[src/rtl/mp_alu_pkg.sv]
// rtl/mp_alu_pkg.sv - operation codes and FSM states shared by the multi-precision add/sub unit
package mp_alu_pkg;

    typedef enum logic [1:0] {
        OP_ADD  = 2'b00,
        OP_ADDC = 2'b01,
        OP_SUB  = 2'b10,
        OP_SUBC = 2'b11
    } op_e;

    typedef enum logic [1:0] {
        IDLE = 2'd0,
        RUN  = 2'd1,
        DONE = 2'd2
    } state_e;

    function automatic logic is_sub(input op_e o);
        return (o == OP_SUB) || (o == OP_SUBC);
    endfunction

endpackage

[src/rtl/mp_addc_slice.sv]
// rtl/mp_addc_slice.sv - one-word adder with optional B inversion, carry in/out and zero detect
// Ports: a, b     operand words
//        inv_b    invert b (subtraction as a + ~b + 1)
//        cin      carry into bit 0
//        sum      WIDTH-bit result word
//        cout     carry out of the top bit
//        zero     sum == 0
module mp_addc_slice
    import mp_alu_pkg::*;
#(
    parameter int WIDTH = 16
) (
    input  logic [WIDTH-1:0] a,
    input  logic [WIDTH-1:0] b,
    input  logic             inv_b,
    input  logic             cin,
    output logic [WIDTH-1:0] sum,
    output logic             cout,
    output logic             zero
);

    logic [WIDTH-1:0] b_eff;
    logic [WIDTH:0]   full;

    always_comb begin
        b_eff = inv_b ? ~b : b;
        full  = {1'b0, a} + {1'b0, b_eff} + {{WIDTH{1'b0}}, cin};
        sum   = full[WIDTH-1:0];
        cout  = full[WIDTH];
        zero  = (full[WIDTH-1:0] == '0);
    end

endmodule

[src/rtl/mp_addc_unit.sv]
// rtl/mp_addc_unit.sv - multi-cycle multi-precision ADD/ADDC/SUB/SUBC unit, one word per clock
// Ports: clock, reset (async active-low), enable (global stall)
//        start/op          request and operation, taken only in IDLE
//        ld_we/ld_sel/ld_addr/ld_data  operand buffer write (A when ld_sel=0, B when 1)
//        rd_addr/rd_data   combinational read of the result buffer
//        busy/done         RUN level / single DONE cycle
//        cf/zf/nf          whole-operand flags, updated when the last word is written
module mp_addc_unit
    import mp_alu_pkg::*;
#(
    parameter int WIDTH = 16,
    parameter int WORDS = 4,
    parameter int AW    = $clog2(WORDS)
) (
    input  logic             clock,
    input  logic             reset,
    input  logic             enable,
    input  logic             start,
    input  logic [1:0]       op,
    input  logic             ld_we,
    input  logic             ld_sel,
    input  logic [AW-1:0]    ld_addr,
    input  logic [WIDTH-1:0] ld_data,
    input  logic [AW-1:0]    rd_addr,
    output logic [WIDTH-1:0] rd_data,
    output logic             busy,
    output logic             done,
    output logic             cf,
    output logic             zf,
    output logic             nf
);

    state_e           state, state_nxt;
    logic [AW-1:0]    idx;
    logic             c;
    logic             zacc;
    op_e              op_q;
    logic [WIDTH-1:0] buf_a [WORDS];
    logic [WIDTH-1:0] buf_b [WORDS];
    logic [WIDTH-1:0] buf_r [WORDS];

    logic             start_ok, step, ld_ok, last, seed;
    logic [WIDTH-1:0] sum;
    logic             cout, zero;

    assign last    = (idx == AW'(WORDS - 1));
    assign busy    = (state == RUN);
    assign done    = (state == DONE);
    assign rd_data = buf_r[rd_addr];

    // Carry seed: subtraction is a + ~b + 1, so a borrow-in removes that +1.
    always_comb begin
        case (op_e'(op))
            OP_ADD:  seed = 1'b0;
            OP_ADDC: seed = cf;
            OP_SUB:  seed = 1'b1;
            OP_SUBC: seed = ~cf;
            default: seed = 1'b0;
        endcase
    end

    mp_addc_slice #(.WIDTH(WIDTH)) u_slice (
        .a     (buf_a[idx]),
        .b     (buf_b[idx]),
        .inv_b (is_sub(op_q)),
        .cin   (c),
        .sum   (sum),
        .cout  (cout),
        .zero  (zero)
    );

    always_comb begin
        state_nxt = state;
        start_ok  = 1'b0;
        step      = 1'b0;
        ld_ok     = 1'b0;
        case (state)
            IDLE: begin
                ld_ok = ld_we;
                if (start) begin
                    start_ok  = 1'b1;
                    state_nxt = RUN;
                end
            end
            RUN: begin
                step = 1'b1;
                if (last) state_nxt = DONE;
            end
            DONE: begin
                ld_ok     = ld_we;
                state_nxt = IDLE;
            end
            default: state_nxt = IDLE;
        endcase
    end

    always_ff @(posedge clock or negedge reset) begin
        if (!reset) begin
            state <= IDLE;
            idx   <= '0;
            c     <= 1'b0;
            zacc  <= 1'b1;
            op_q  <= OP_ADD;
            cf    <= 1'b0;
            zf    <= 1'b0;
            nf    <= 1'b0;
            for (int i = 0; i < WORDS; i++) begin
                buf_a[i] <= '0;
                buf_b[i] <= '0;
                buf_r[i] <= '0;
            end
        end else if (enable) begin
            state <= state_nxt;
            if (start_ok) begin
                idx  <= '0;
                op_q <= op_e'(op);
                c    <= seed;
                zacc <= 1'b1;
            end
            if (step) begin
                buf_r[idx] <= sum;
                c          <= cout;
                zacc       <= zacc & zero;
                idx        <= last ? '0 : idx + AW'(1);
                if (last) begin
                    // Sub ops report borrow, the inverse of the adder carry.
                    cf <= is_sub(op_q) ? ~cout : cout;
                    zf <= zacc & zero;
                    nf <= sum[WIDTH-1];
                end
            end
            if (ld_ok) begin
                if (ld_sel) buf_b[ld_addr] <= ld_data;
                else        buf_a[ld_addr] <= ld_data;
            end
        end
    end

endmodule

[config.mk]
export PLATFORM = sky130hd
export DESIGN_NAME = mp_addc_unit
export DESIGN_NICKNAME = d
export VERILOG_FILES = /design/src/rtl/mp_alu_pkg.sv /design/src/rtl/mp_addc_slice.sv /design/src/rtl/mp_addc_unit.sv
export SDC_FILE = /design/constraint.sdc
export NUM_CORES = 1
export LEC_CHECK = 0
export BUFFER_PORTS_ARGS = -buffer_cell sky130_fd_sc_hd__buf_2
export CORE_MARGIN = 2
export CORE_UTILIZATION = 40
export DETAILED_ROUTE_END_ITERATION = 6
export GPL_TIMING_DRIVEN = 0
export PLACE_DENSITY = 0.65
export SLEW_MARGIN = 25
export SYNTH_ARGS = -nofsm -noshare
export SYNTH_HDL_FRONTEND = slang
export SYNTH_HIERARCHICAL = 1
export SYNTH_SLANG_ARGS = --single-unit
[constraint.sdc]
create_clock -name clock -period 8.84 [get_ports clock]
set_input_delay 0 -clock clock [delete_from_list [all_inputs] [get_ports clock]]
set_output_delay 0 -clock clock [all_outputs]
set_load 0.02 [all_outputs]
# ---- Yosys cells after proc, flatten, opt, wreduce, memory -nomap -nowiden
# Index checks and enable logic that the tools add are counted.
dict set report totals {
  register_bits 203
  inputBits 28
  out_inout_bits 21
}
dict set report classes {
  addsub 3
  order_cmp 5
  n_eq_ne 10
  n_mux 33
  bitwise_logic 8
  n_reduce_logical 15
}
# cell count
set op_table {}
lappend op_table {{$bwmux 64} 3}
lappend op_table {{$mux 16} 9}
lappend op_table {{$bmux 16 s2} 3}
lappend op_table {{$demux 16 s2} 2}
lappend op_table {{$add 16x16->17} 1}
lappend op_table {{$add 17x1->17} 1}
lappend op_table {{$logic_not 16->1} 1}
lappend op_table {{$not 16->16} 1}
lappend op_table {{$eq 2x2->1 const B} 6}
lappend op_table {{$reduce_and 3->1} 4}
lappend op_table {{$mux 2} 5}
lappend op_table {{$ge 3x3->1 const B} 3}
lappend op_table {{$mux 1} 9}
lappend op_table {{$not 2->3} 3}
lappend op_table {{$lt 3x1->1 const B} 2}
lappend op_table {{$reduce_and 2->1} 3}
lappend op_table {{$eq 2x1->1 const B} 2}
lappend op_table {{$logic_not 2->1} 2}
lappend op_table {{$pmux 1 s4} 1}
lappend op_table {{$pmux 2 s2} 1}
lappend op_table {{$not 1->1} 3}
lappend op_table {{$add 2x1->2 const B} 1}
lappend op_table {{$logic_and 1x1->1} 2}
lappend op_table {{$ne 2x1->1 const B} 1}
lappend op_table {{other kinds (5)} 5}

# ---- Depth between registers and ports, before layout
# Gate-level depths: netlist (run 1).
dict set report depth {
  word_depth 11
  ltp_mapped 17
}

# ---- Cells and area by module
# Netlist (run 1), hierarchy kept.
# mod instances cells_each area_per_inst_um2 seq_area_each_um2
set by_module_without_submodules {}
lappend by_module_without_submodules {mp_addc_unit 1 525 8917.3 5031.1}
lappend by_module_without_submodules {mp_addc_slice 1 119 904.6 0.0}

# ---- Worst setup path before layout (run 1)
# No wires, ideal clock.
dict set report synth_path {
  kind {register to register}
  startpoint {register idx[0]}
  endpoint {register zf}
  setup_ns 0.083
  arrival_ns 4.580
  path_slack_ns 4.177
  path_stages_with_launch 18
  path_buffers 2
  synth_period_minus_slack_ns 4.663
  cell_sequence {dfrtp_1 buf_2 buf_2 mux4_2 xor2_1 fa_1 inv_1 fa_1 nor2b_4 o21ai_0 a21oi_1 or4_1 or4_1 or4_1 or4_1 nor4_2 nand2_1 o21ai_0}
}
dict set report synth_via {
  elab_chain_len 10
  elab_cells_between_ends 15
}
# element line_no
set synth_rtl {}
lappend synth_rtl {{from (decl)} mp_addc_unit.sv:34} ;# logic [AW-1:0] idx;
lappend synth_rtl {{from (signal assigned)} mp_addc_unit.sv:124} ;# idx <= last ? '0 : idx + AW'(1);
lappend synth_rtl {{$not 2->3 (not written as such) (*)} {mp_addc_unit.sv:63, mp_addc_unit.sv:64}}
lappend synth_rtl {{$bmux 16 s2} mp_addc_unit.sv:64} ;# .b (buf_b[idx]),
lappend synth_rtl {{$mux 16 (not written as such) (2 in a row)} mp_addc_unit.sv:64}
lappend synth_rtl {{$not 16->16} mp_addc_slice.sv:26} ;# b_eff = inv_b ? ~b : b;
lappend synth_rtl {{$mux 16} mp_addc_slice.sv:26}
lappend synth_rtl {{$add 16x16->17 (*)} mp_addc_slice.sv:27} ;# full = {1'b0, a} + {1'b0, b_eff} + {{WIDTH{1'b0}}, cin};
lappend synth_rtl {{$add 17x1->17 (*)} mp_addc_slice.sv:27}
lappend synth_rtl {{net sum[4]} mp_addc_unit.sv:43} ;# logic [WIDTH-1:0] sum;
lappend synth_rtl {{$logic_not 16->1 (*)} mp_addc_slice.sv:30} ;# zero = (full[WIDTH-1:0] == '0);
lappend synth_rtl {{net zero} mp_addc_unit.sv:44} ;# logic cout, zero;
lappend synth_rtl {{$and 1x1->1 (*)} mp_addc_unit.sv:128} ;# zf <= zacc & zero;
lappend synth_rtl {{to (signal assigned)} mp_addc_unit.sv:128}
lappend synth_rtl {{to (decl)} mp_addc_unit.sv:29} ;# output logic zf,
# Mark *: on every way through the listed nets, which the timed path passes. The rest lies on a longest branch. The select of a mux whose other input is x is not followed.
# A chain may end at the register's enable or synchronous reset.

# ---- Worst setup path after layout (run 1)
dict set report layout_path {
  startpoint {register idx[1]}
  endpoint {register zacc}
}
dict set report layout_via {
  elab_chain_len 11
  elab_cells_between_ends 14
}
# element line_no
set layout_rtl {}
lappend layout_rtl {{$not 2->3 (not written as such) (*)} {mp_addc_unit.sv:63, mp_addc_unit.sv:64}}
lappend layout_rtl {{$bmux 16 s2} mp_addc_unit.sv:64}
lappend layout_rtl {{$mux 16 (not written as such) (2 in a row)} mp_addc_unit.sv:64}
lappend layout_rtl {{$not 16->16} mp_addc_slice.sv:26}
lappend layout_rtl {{$mux 16} mp_addc_slice.sv:26}
lappend layout_rtl {{$add 16x16->17 (*)} mp_addc_slice.sv:27}
lappend layout_rtl {{$add 17x1->17 (*)} mp_addc_slice.sv:27}
lappend layout_rtl {{net sum[4]} mp_addc_unit.sv:43}
lappend layout_rtl {{$logic_not 16->1 (*)} mp_addc_slice.sv:30}
lappend layout_rtl {{net zero} mp_addc_unit.sv:44}
lappend layout_rtl {{$and 1x1->1 (*)} mp_addc_unit.sv:123} ;# zacc <= zacc & zero;
lappend layout_rtl {{$mux 1 (*)} mp_addc_unit.sv:120} ;# if (step) begin
lappend layout_rtl {{to (signal assigned)} mp_addc_unit.sv:123}
lappend layout_rtl {{to (decl)} mp_addc_unit.sv:36} ;# logic zacc;
# Marked as above.

==> results of run 1 <==
[flip-flops by register name, summed over array words and instances (netlist names)]
name,count
buf_a,64
buf_b,64
buf_r,63
c,1
cf,1
idx,2
nf,1
op_q,1
state,2
zacc,1
zf,1
[routing by layer]
metal	share of wire, %	vias to the layer above
met5	0	-
met1	45	3033
met2	50	103
met4	1.7	0
met3	3.2	25
li1	-	2583
[worst register-to-register path: cells and delay by family (launching register included)]
family	cells	cell delay, ns
buffers and inverters	3	1.18
multiplexers	1	0.44
XOR/XNOR	1	0.21
flip-flops	1	0.37
AO/OA/AOI/OAI	4	0.48
AND/OR/NAND/NOR	6	2.16
adder cells (fa/ha/maj)	2	0.72
[how the worst max path moves through the flow]
stage                start   end  slack (ns)  cells after the start
finish              idx[1]  zacc        3.24                     17
global route        idx[1]  zacc        2.97                     17
CTS                 idx[1]  zacc        3.26                     17
detailed placement  idx[1]    zf        3.26                     17
global placement    idx[1]    zf        3.37                     17
floorplan           idx[0]    zf        4.18                     17
[layout make-up]
cell class                 count  area, um2
tap                          324        405
sequential                   201       5030
fill                        2087      12800
timing repair buffer          71        536
inverter                       9       33.8
buffer                        33        185
clock buffer                  32        649
clock inverter                 7       62.6
multi-input combinational    401       4570
[kinds of logic (layout without fill, tap and decap cells)]
logic type	after synthesis	in the layout
AO/OA/AOI/OAI	52	52
XOR/XNOR	28	28
adder cells (fa/ha/maj)	21	21
buffers and inverters	42	152
flip-flops	201	201
multiplexers	242	242
AND/OR/NAND/NOR	58	58
[through the flow]
stage | power (W) | setup WS [ns] | util [%]
floorplan | 0.00323 | 4.18 | -
global placement | 0.00373 | 3.37 | 43.1
detailed placement | 0.00386 | 3.26 | 43.4
CTS | 0.00478 | 3.26 | 47.3
global route | 0.00508 | 2.97 | 47.3
finish | 0.00475 | 3.24 | 47.3
[synthesized netlist by cell type (2+ instances only)]
master and n:
nor2_1 11, a21o_1 6, or4_1 4, o21ai_1 2, xnor2_1 9, nor3_1 2, o21a_1 2, mux2_4 20
buf_4 3, mux4_2 48, buf_2 15, nand2_1 12, buf_1 2, a21oi_1 12, o21bai_1 4, inv_1 9
ha_1 19, fa_1 2, mux2_2 174, nand4b_1 2, clkbuf_1 10, buf_6 2, dfrtp_1 200, o21ai_0 14
nor2b_1 3, xor2_1 19, a211oi_1 3, or3b_1 2, nand3_1 8
[power by group through the flow]
stage	combinational, W	sequential (W)	clock (W)
6_report	0.00233	0.00152	0.000892
5_1_grt	0.00255	0.00157	0.000949
4_1_cts	0.00235	0.00153	0.000913
3_5_place_dp	0.00232	0.00154	0
3_3_place_gp	0.00223	0.00150	0
2_1_floorplan	0.00177	0.00147	0
==> results_dict.tcl, run 1 <==
set metrics [dict create \
    synth_top_family_by_area "multiplexers" \
    cts_buffer_depth 3 \
    synth.largest_area_cell "dfrtp_1" \
    synth-xor-area-share_pct 2.50 \
    synth-simple-area-share_pct 3.73 \
    p_int_w 0.00296 \
    gr-total-overflow 0 \
    post-cts-setup-buffers 0 \
    routed_wirelength_mm 21.1 \
    min_period_ns 5.60 \
    synth_cells 644 \
    cts_root_buffer "clkbuf_16" \
    seq_power_share_pct 32.1 \
    status "complete, no violations" \
    hp-class "in2reg" \
    drcViolationCount 0 \
    grt_setup_unrepaired "no" \
    dp_hpwl_mm 14.9 \
    muxShareOfSynthArea_pct 34.0 \
    drive_gt1_share_pct 47.2 \
    yosys_warnings 6 \
    track_usage_pct 16.8 \
    fmax_mhz 179 \
    peakVddDrop_v 0.000182 \
    cp-end-kind "flip-flop" \
    start_util_pct 40.5 \
    cp_data_required_time_ns 9.25 \
    clk_pin_slew_ns 0.06 \
    dr.pass1.iters 4 \
    dieWidth_um 161 \
    p_clk_share_pct 18.8 \
    grt_pass1_wl_mm 34.4 \
    layout_commonest_cell "dfrtp_1" \
    cts_buffers 22 \
    ys_types 54 \
    ys.flop_type "dfrtp_1" \
    cts_tree "yes" \
    yosys-top-cells-area "dfrtp_1, mux2_2, mux4_2" \
    p_comb_share_pct 49.1 \
    antenna_found_initial 0 \
    worstPathArrival_ns 6.01 \
    synth_fp_nets 693 \
    hold_buffers 23 \
    nNetsFinal 788 \
    n_antenna_cell 0 \
    synth_area_mm2 0.00982 \
    die_area_mm2 0.0258 \
    r2r-end "zacc" \
    period_share_pct 63.3 \
    slowest_stage "clkbuf_1" \
    synthAdderAreaFrac_pct 2.83 \
    p_sw_w 0.00179 \
    fin_area_mm2 0.0115 \
    postCtsResizedCells 0 \
    layout_common_cells "dfrtp_1, mux2_2, buf_2" \
    r2r_start "idx[1]" \
    syn_avg_cell_area_um2 15.3 \
    stdcell_count 1078 \
    met2_usage_pct 29.2 \
    path_max_fanout 10 \
    met1_usage_pct 22.4 \
    htree_levels 1 \
    grtUsageMet3_pct 2.14 \
    worst_slew_pin_slew_ns 0.924 \
    fp.coreArea_mm2 0.0242 \
    clk_latency_ns 0.50 \
    finalSetupViolations 0 \
    worst-r2r-cell-count 17 \
    place.gp.congestion 0.789 \
    viasPerCell 5.33 \
    synth_top_area_share_pct 51.0 \
    cts_num_sinks 201 \
    ys_ff_latch 201 \
    fin_skew_ns 0.0123 \
    cp-start-kind "flip-flop" \
    report.final.slew_viol_count 0 \
    setup_tns_ns 0 \
    dpl.cell_count 1016 \
    worstPathCellList "clkbuf_1 -> clkbuf_1 -> mux4_2 -> xor2_1 -> fa_1 -> inv_1 -> fa_1 -> nor2b_4 -> o31a_4 -> a21oi_1 -> or4_1 -> or4_1 -> or4_1 -> or4_1 -> nor4_2 -> o21ai_0 -> o21ai_0" \
    synth_compound_area_share_pct 3.48 \
    placed_area_mm2 0.0105 \
    ioPinCount 49 \
    synth_edf_count 0 \
    synth.yosys.seq_area_share_pct 51.2 \
    worstHoldStart "ld_addr[1]" \
    worst-path-buf-inv 3 \
    drv_cap 0 \
    grt_pass1_vias 6319 \
    cpMostUsedCell "or4_1" \
    grt_max_degree 100 \
    cpLargestDelayFamily "simple AND/OR/NAND/NOR gates" \
    reg2reg_slack_ns 3.24 \
    drt-initial-drc-count 302 \
    syn2layout_area_growth_pct 16.8 \
    critPathMaxStageDelay_ns 0.75 \
    hold_violations 0 \
    hold_slack_ns 0.0320 \
    worstSetupPathType "reg2reg" \
    dieHeight_um 161 \
    power_switching_share_pct 37.7 \
    drt.antenna.violating_nets 0 \
    holdPathStages 3 \
    grt-busiest-layer "met2" \
    num_vias 5744 \
    hold_end "buf_b[63]" \
    p_leak_nw 5.19 \
    relSlewSlack_pct 38.4 \
    fp-row-count 57 \
    power_density_mw_per_mm2 414 \
    portBuffers 46 \
    async_flop_share_pct 100 \
    wl_per_cell_um 19.6 \
]
No activity file was read; power rests on OpenSTA's default activity.
==> run 2, diff against run 1 <==
Clock period 8.84 ns to 5.6 ns, I/O delays scaled along.
==> results_dict.tcl, run 2 (synthesis gave the netlist of run 1 again) <==
set metrics [dict create \
    status "complete, no violations" \
    layout_commonest_cell "dfrtp_1" \
    grt_pass1_wl_mm 34.4 \
    dr.pass1.iters 4 \
    worst_slew_pin_slew_ns 0.844 \
    fp.coreArea_mm2 0.0242 \
    r2r-end "zacc" \
    clk_latency_ns 0.50 \
    relSlewSlack_pct 43.5 \
    power_density_mw_per_mm2 653 \
    worstPathArrival_ns 5.67 \
    num_vias 5746 \
    slowest_stage "or4_1" \
    cp-end-kind "flip-flop" \
    drt-initial-drc-count 295 \
    viasPerCell 5.33 \
    fin_area_mm2 0.0115 \
    seq_power_share_pct 32.1 \
    cp_data_required_time_ns 6.01 \
    grt_pass1_vias 6319 \
    holdPathStages 3 \
    antenna_found_initial 0 \
    nNetsFinal 788 \
    cts_buffer_depth 3 \
    hold_violations 0 \
    top_regs "buf_a x64, buf_b x64, buf_r x63" \
    wl_per_cell_um 19.6 \
    drt.antenna.violating_nets 0 \
    cp-start-kind "flip-flop" \
    htree_levels 1 \
    p_sw_w 0.00283 \
    place.gp.congestion 0.789 \
    grt_max_degree 100 \
    worst-path-buf-inv 3 \
    placed_area_mm2 0.0105 \
    fp-row-count 57 \
    worstHoldStart "ld_addr[1]" \
    met1Wirelength_mm 9.52 \
    n_antenna_cell 0 \
    grt_setup_unrepaired "no" \
    dp_hpwl_mm 14.9 \
    cts_root_buffer "clkbuf_16" \
    p_comb_share_pct 49.1 \
    hp-class "in2reg" \
    p_leak_nw 5.19 \
    finalSetupViolations 0 \
    drive_gt1_share_pct 47.3 \
    layout_common_cells "dfrtp_1, mux2_2, buf_2" \
    worst-r2r-cell-count 17 \
    fin_skew_ns 0.0124 \
    drv_cap 0 \
    setup_tns_ns 0 \
    clk_pin_slew_ns 0.06 \
    ioPinCount 49 \
    path_max_fanout 10 \
    period_share_pct 93.8 \
    cts_tree "yes" \
    cpMostUsedCell "or4_1" \
    power_switching_share_pct 37.7 \
    post-cts-setup-buffers 0 \
    syn2layout_area_growth_pct 16.9 \
    routed_wirelength_mm 21.1 \
    dieHeight_um 161 \
    wl_met3_um 666 \
    p_clk_share_pct 18.8 \
    gr-total-overflow 0 \
    peakVddDrop_v 0.000286 \
    portBuffers 46 \
    cpLargestDelayFamily "simple AND/OR/NAND/NOR gates" \
    worstSetupPathDepth 17 \
    min_period_ns 5.25 \
    reg2reg_slack_ns 0.35 \
    worstSetupPathType "reg2reg" \
    start_util_pct 40.5 \
    cts_num_sinks 201 \
    drcViolationCount 0 \
    wl_met2_mm 10.6 \
    die_area_mm2 0.0258 \
    p_int_w 0.00467 \
    track_usage_pct 16.8 \
    top_layer_used "met4" \
    critPathMaxStageDelay_ns 0.49 \
    report.final.slew_viol_count 0 \
    cts_buffers 22 \
    fmax_mhz 190 \
    dieWidth_um 161 \
    r2r_start "idx[1]" \
    hold_end "buf_b[49]" \
    worstPathCellList "clkbuf_1 -> clkbuf_2 -> mux4_2 -> xor2_1 -> fa_1 -> inv_1 -> fa_1 -> nor2b_4 -> o31a_4 -> a21oi_1 -> or4_1 -> or4_1 -> or4_1 -> or4_1 -> nor4_2 -> o21ai_0 -> o21ai_0" \
]
-- run 2: power by group through the flow --
stage | logic [W] | clock network [W] | registers [W]
after floorplan | 0.00279 | 0 | 0.00232
after global placement | 0.00352 | 0 | 0.00237
after detailed placement | 0.00367 | 0 | 0.00243
after CTS | 0.00370 | 0.00144 | 0.00241
after global routing | 0.00403 | 0.00150 | 0.00248
final | 0.00368 | 0.00141 | 0.00240
-- run 2: metal layers --
metal / GRT usage, % / vias to the layer above
li1: - / 2585
met1: 22.4 / 3039
met2: 29.2 / 95
met3: 2.14 / 27
met4: 4.34 / 0
met5: 0 / -
-- run 2: timing repair --
item | in CTS | in global routing
hold buffers | 23 | 0
resized for setup | 0 | 5
endpoints found under the setup margin | 0 | 2
endpoints found under the hold margin | 333 | 0
-- run 2: cell type report --
| class | count | area (um2) |
|---|---|---|
| buffer | 33 | 189 |
| clock buffer | 32 | 649 |
| clock inverter | 7 | 62.6 |
| fill | 2087 | 12800 |
| inverter | 9 | 33.8 |
| multi-input combinational | 401 | 4570 |
| sequential | 201 | 5030 |
| tap | 324 | 405 |
| timing repair buffer | 71 | 536 |
-- run 2: stage by stage --
step / power (W) / utilization (%) / hold WS, ns / instances / worst slack [ns]
3_3_place_gp: 0.00588 / 43.1 / 0.294 / 1014 / 0.130
4_1_cts: 0.00755 / 47.3 / 0.0144 / 1078 / 0.0187
2_1_floorplan: 0.00511 / - / -0.296 / 644 / 0.937
3_5_place_dp: 0.00610 / 43.4 / -0.121 / 1016 / 0.0228
6_report: 0.00750 / 47.3 / 0.0308 / 1078 / 0.349
5_1_grt: 0.00801 / 47.3 / 0.0355 / 1078 / 0.00615
-- run 2: how the worst max path moves through the flow --
stage	end	startpoint	slack [ns]
3_3_place_gp	zf	idx[1]	0.13
4_1_cts	zacc	idx[1]	0.02
6_report	zacc	idx[1]	0.35
5_1_grt	zacc	op_q[1]	0.006
2_1_floorplan	zf	idx[0]	0.94
3_5_place_dp	zf	idx[1]	0.02
-- run 2: worst min-delay path: stages --
cell and delay (ns):
buf_2 0.16, nor4_4 0.11, mux2_2 0.22
==> run 3, diff against run 2 <==
Settings changed: ABC_AREA from default to 1, CTS_BUF_LIST from default to sky130_fd_sc_hd__clkbuf_4 sky130_fd_sc_hd__clkbuf_8.
==> results_dict.tcl, run 3 <==
set metrics [dict create \
    ys.flop_type "dfrtp_1" \
    worstPathArrival_ns 4.47 \
    place.gp.congestion 0.908 \
    nFillCells 2633 \
    seq_power_share_pct 30.1 \
    ys_ff_latch 201 \
    cp-start-kind "flip-flop" \
    clk_pin_slew_ns 0.06 \
    cts_buffer_depth 3 \
    clk_latency_ns 0.55 \
    die_area_mm2 0.0275 \
    worst_slew_pin_slew_ns 0.670 \
    yosys_warnings 6 \
    grt_pass1_wl_mm 50.8 \
    ys_types 34 \
    dieWidth_um 166 \
    synth_cells 1353 \
    slowest_stage "dfrtp_1" \
    p_int_w 0.00428 \
    min_period_ns 4.03 \
    drive_gt1_share_pct 11.9 \
    cpLargestDelayFamily "simple AND/OR/NAND/NOR gates" \
    report.final.slew_viol_count 0 \
    ioPinCount 49 \
    synth_top_area_share_pct 47.8 \
    drv_cap 0 \
    synth_fp_nets 1402 \
    start_util_pct 40.5 \
    worstSetupPathType "reg2reg" \
    finalSetupViolations 0 \
    fp-row-count 59 \
    path_max_fanout 10 \
    cts_num_sinks 201 \
    viasPerCell 5.24 \
    fmax_mhz 248 \
    hold_violations 0 \
    setup_tns_ns 0 \
    synth_most_common_cell "nand2_1" \
    drcViolationCount 0 \
    cts_root_buffer "clkbuf_8" \
    syn_avg_cell_area_um2 7.73 \
    relSlewSlack_pct 55.1 \
    regArea_mm2 0.00503 \
    cp_data_required_time_ns 6.04 \
    routed_wirelength_mm 31.4 \
    wl_per_cell_um 17.3 \
    period_share_pct 72.0 \
    p_sw_w 0.00372 \
    top_regs "buf_a x64, buf_b x64, buf_r x63" \
    hp-class "in2reg" \
    fin_skew_ns 0.0633 \
    power_switching_share_pct 46.5 \
    critPathMaxStageDelay_ns 0.49 \
    post-cts-setup-buffers 0 \
    antenna_found_initial 0 \
    p_comb_share_pct 51.5 \
    synth_common_cells "nand2_1, dfrtp_1, o21ai_0, nand3_1, nor2_1" \
    dp_hpwl_mm 22.1 \
    dieHeight_um 166 \
    syn2layout_area_growth_pct 16.2 \
    gr-total-overflow 0 \
    drt.antenna.violating_nets 0 \
    n_antenna_cell 0 \
    fp.coreArea_mm2 0.0258 \
    cts_buffers 38 \
    dr.pass1.iters 5 \
    num_vias 9504 \
    reg2reg_slack_ns 1.57 \
    cp-end-kind "flip-flop" \
    grt_setup_unrepaired "no" \
    synth_edf_count 0 \
    p_leak_nw 6.29 \
    synth_area_mm2 0.0105 \
    worst-path-buf-inv 6 \
    grt_pass1_vias 9295 \
    power_density_mw_per_mm2 658 \
    peakVddDrop_v 0.000286 \
    layout_setup_ws_ns 1.57 \
    p_clk_share_pct 18.4 \
    yosys-top-cells-area "dfrtp_1, nand2_1, o21ai_0" \
    place_ws_ns 1.63 \
    nNetsFinal 1504 \
    synth.yosys.seq_area_share_pct 48.1 \
    worstPathCellList "buf_2 -> inv_1 -> buf_2 -> buf_2 -> nor2_1 -> o22ai_1 -> xor2_1 -> fa_1 -> inv_1 -> fa_1 -> inv_1 -> or2_2 -> nor2_1 -> nand3_1 -> nor2_1 -> nand3_1 -> nor2_1 -> nand2_1 -> nor2_2 -> nand2_1 -> o21ai_0" \
    cts_tree "yes" \
    multi_input_area_mm2 0.00468 \
    layout_commonest_cell "nand2_1" \
    htree_levels 2 \
    layout_common_cells "nand2_1, dfrtp_1, o21ai_0" \
    cpMostUsedCell "nor2_1" \
    grt_max_degree 82 \
    track_usage_pct 23.0 \
    synth.largest_area_cell "dfrtp_1" \
    async_flop_share_pct 100 \
    portBuffers 32 \
    drt-initial-drc-count 970 \
    status "complete, no violations" \
]
## run 3: per-stage QoR
step	total power (W)	util (%)	instances	hold slack, ns	instance area (um2)
after CTS	0.00801	47.1	1814	0.0696	12200
final	0.00800	47.1	1814	0.0841	12200
after global placement	0.00640	42.7	1720	0.295	11000
after floorplan	0.00534	-	1353	-0.296	10500
after detailed placement	0.00649	43.0	1722	-0.0380	11100
after global routing	0.00874	47.1	1814	0.102	12200
## run 3: final cells by class
| class | instances | share of cell area [%] |
|---|---|---|
| Sequential cell | 201 | 41.4 |
| Multi-Input combinational cell | 987 | 38.5 |
| Clock buffer | 58 | 6.05 |
| Timing Repair Buffer | 62 | 4.16 |
| Buffer | 92 | 3.94 |
| Tap cell | 335 | 3.45 |
| Inverter | 73 | 2.25 |
| Clock inverter | 6 | 0.309 |
## run 3: per-layer routing
layer / vias up / part of all wire (%) / track usage, %
met5: - / 0 / 0
met4: 0 / 4.1 / 9.41
met3: 71 / 6.4 / 3.31
met2: 340 / 45 / 36.2
met1: 4483 / 45 / 32.1
li1: 4610 / - / -
## run 3: path summary, 6_finish.rpt
path                       depth (start not counted)      start   endpoint
min                                                5      ld_we  buf_a[18]
max                                               21     idx[0]         zf
max in group asynchronous                          4      reset  buf_a[25]
max reg2reg                                       21     idx[0]         zf
min reg2reg                                        2  buf_a[22]  buf_a[22]
min in group asynchronous                          3      reset  buf_a[22]
## run 3: kinds of logic (layout without fill, tap and decap cells)
group,Yosys count,in the layout,share of synthesized area [%]
AO/OA/AOI/OAI,225,225,11.3
XOR/XNOR,19,19,1.59
adder cells (fa/ha/maj),21,21,2.65
buffers and inverters,165,291,7.20
flip-flops,201,201,48.1
AND/OR/NAND/NOR,722,722,29.1
## run 3: power by group through the flow
stage	sequential, W	combinational, W	clock [W]
5_1_grt	0.00248	0.00469	0.00157
2_1_floorplan	0.00233	0.00302	0
3_5_place_dp	0.00241	0.00408	0
6_report	0.00241	0.00412	0.00147
4_1_cts	0.00240	0.00411	0.00150
3_3_place_gp	0.00241	0.00399	0
## run 3: what timing repair did
action	CTS	global route
hold buffers	28	0
setup endpoints to repair	0	0
hold endpoints to repair	332	0
gates resized for setup	0	0
## run 3: worst min-delay path, cell delays in order
cell and delay, ns:
buf_2 0.10, nand2_1 0.27, nor3_4 0.11, nand3_1 0.07, nand2_1 0.05
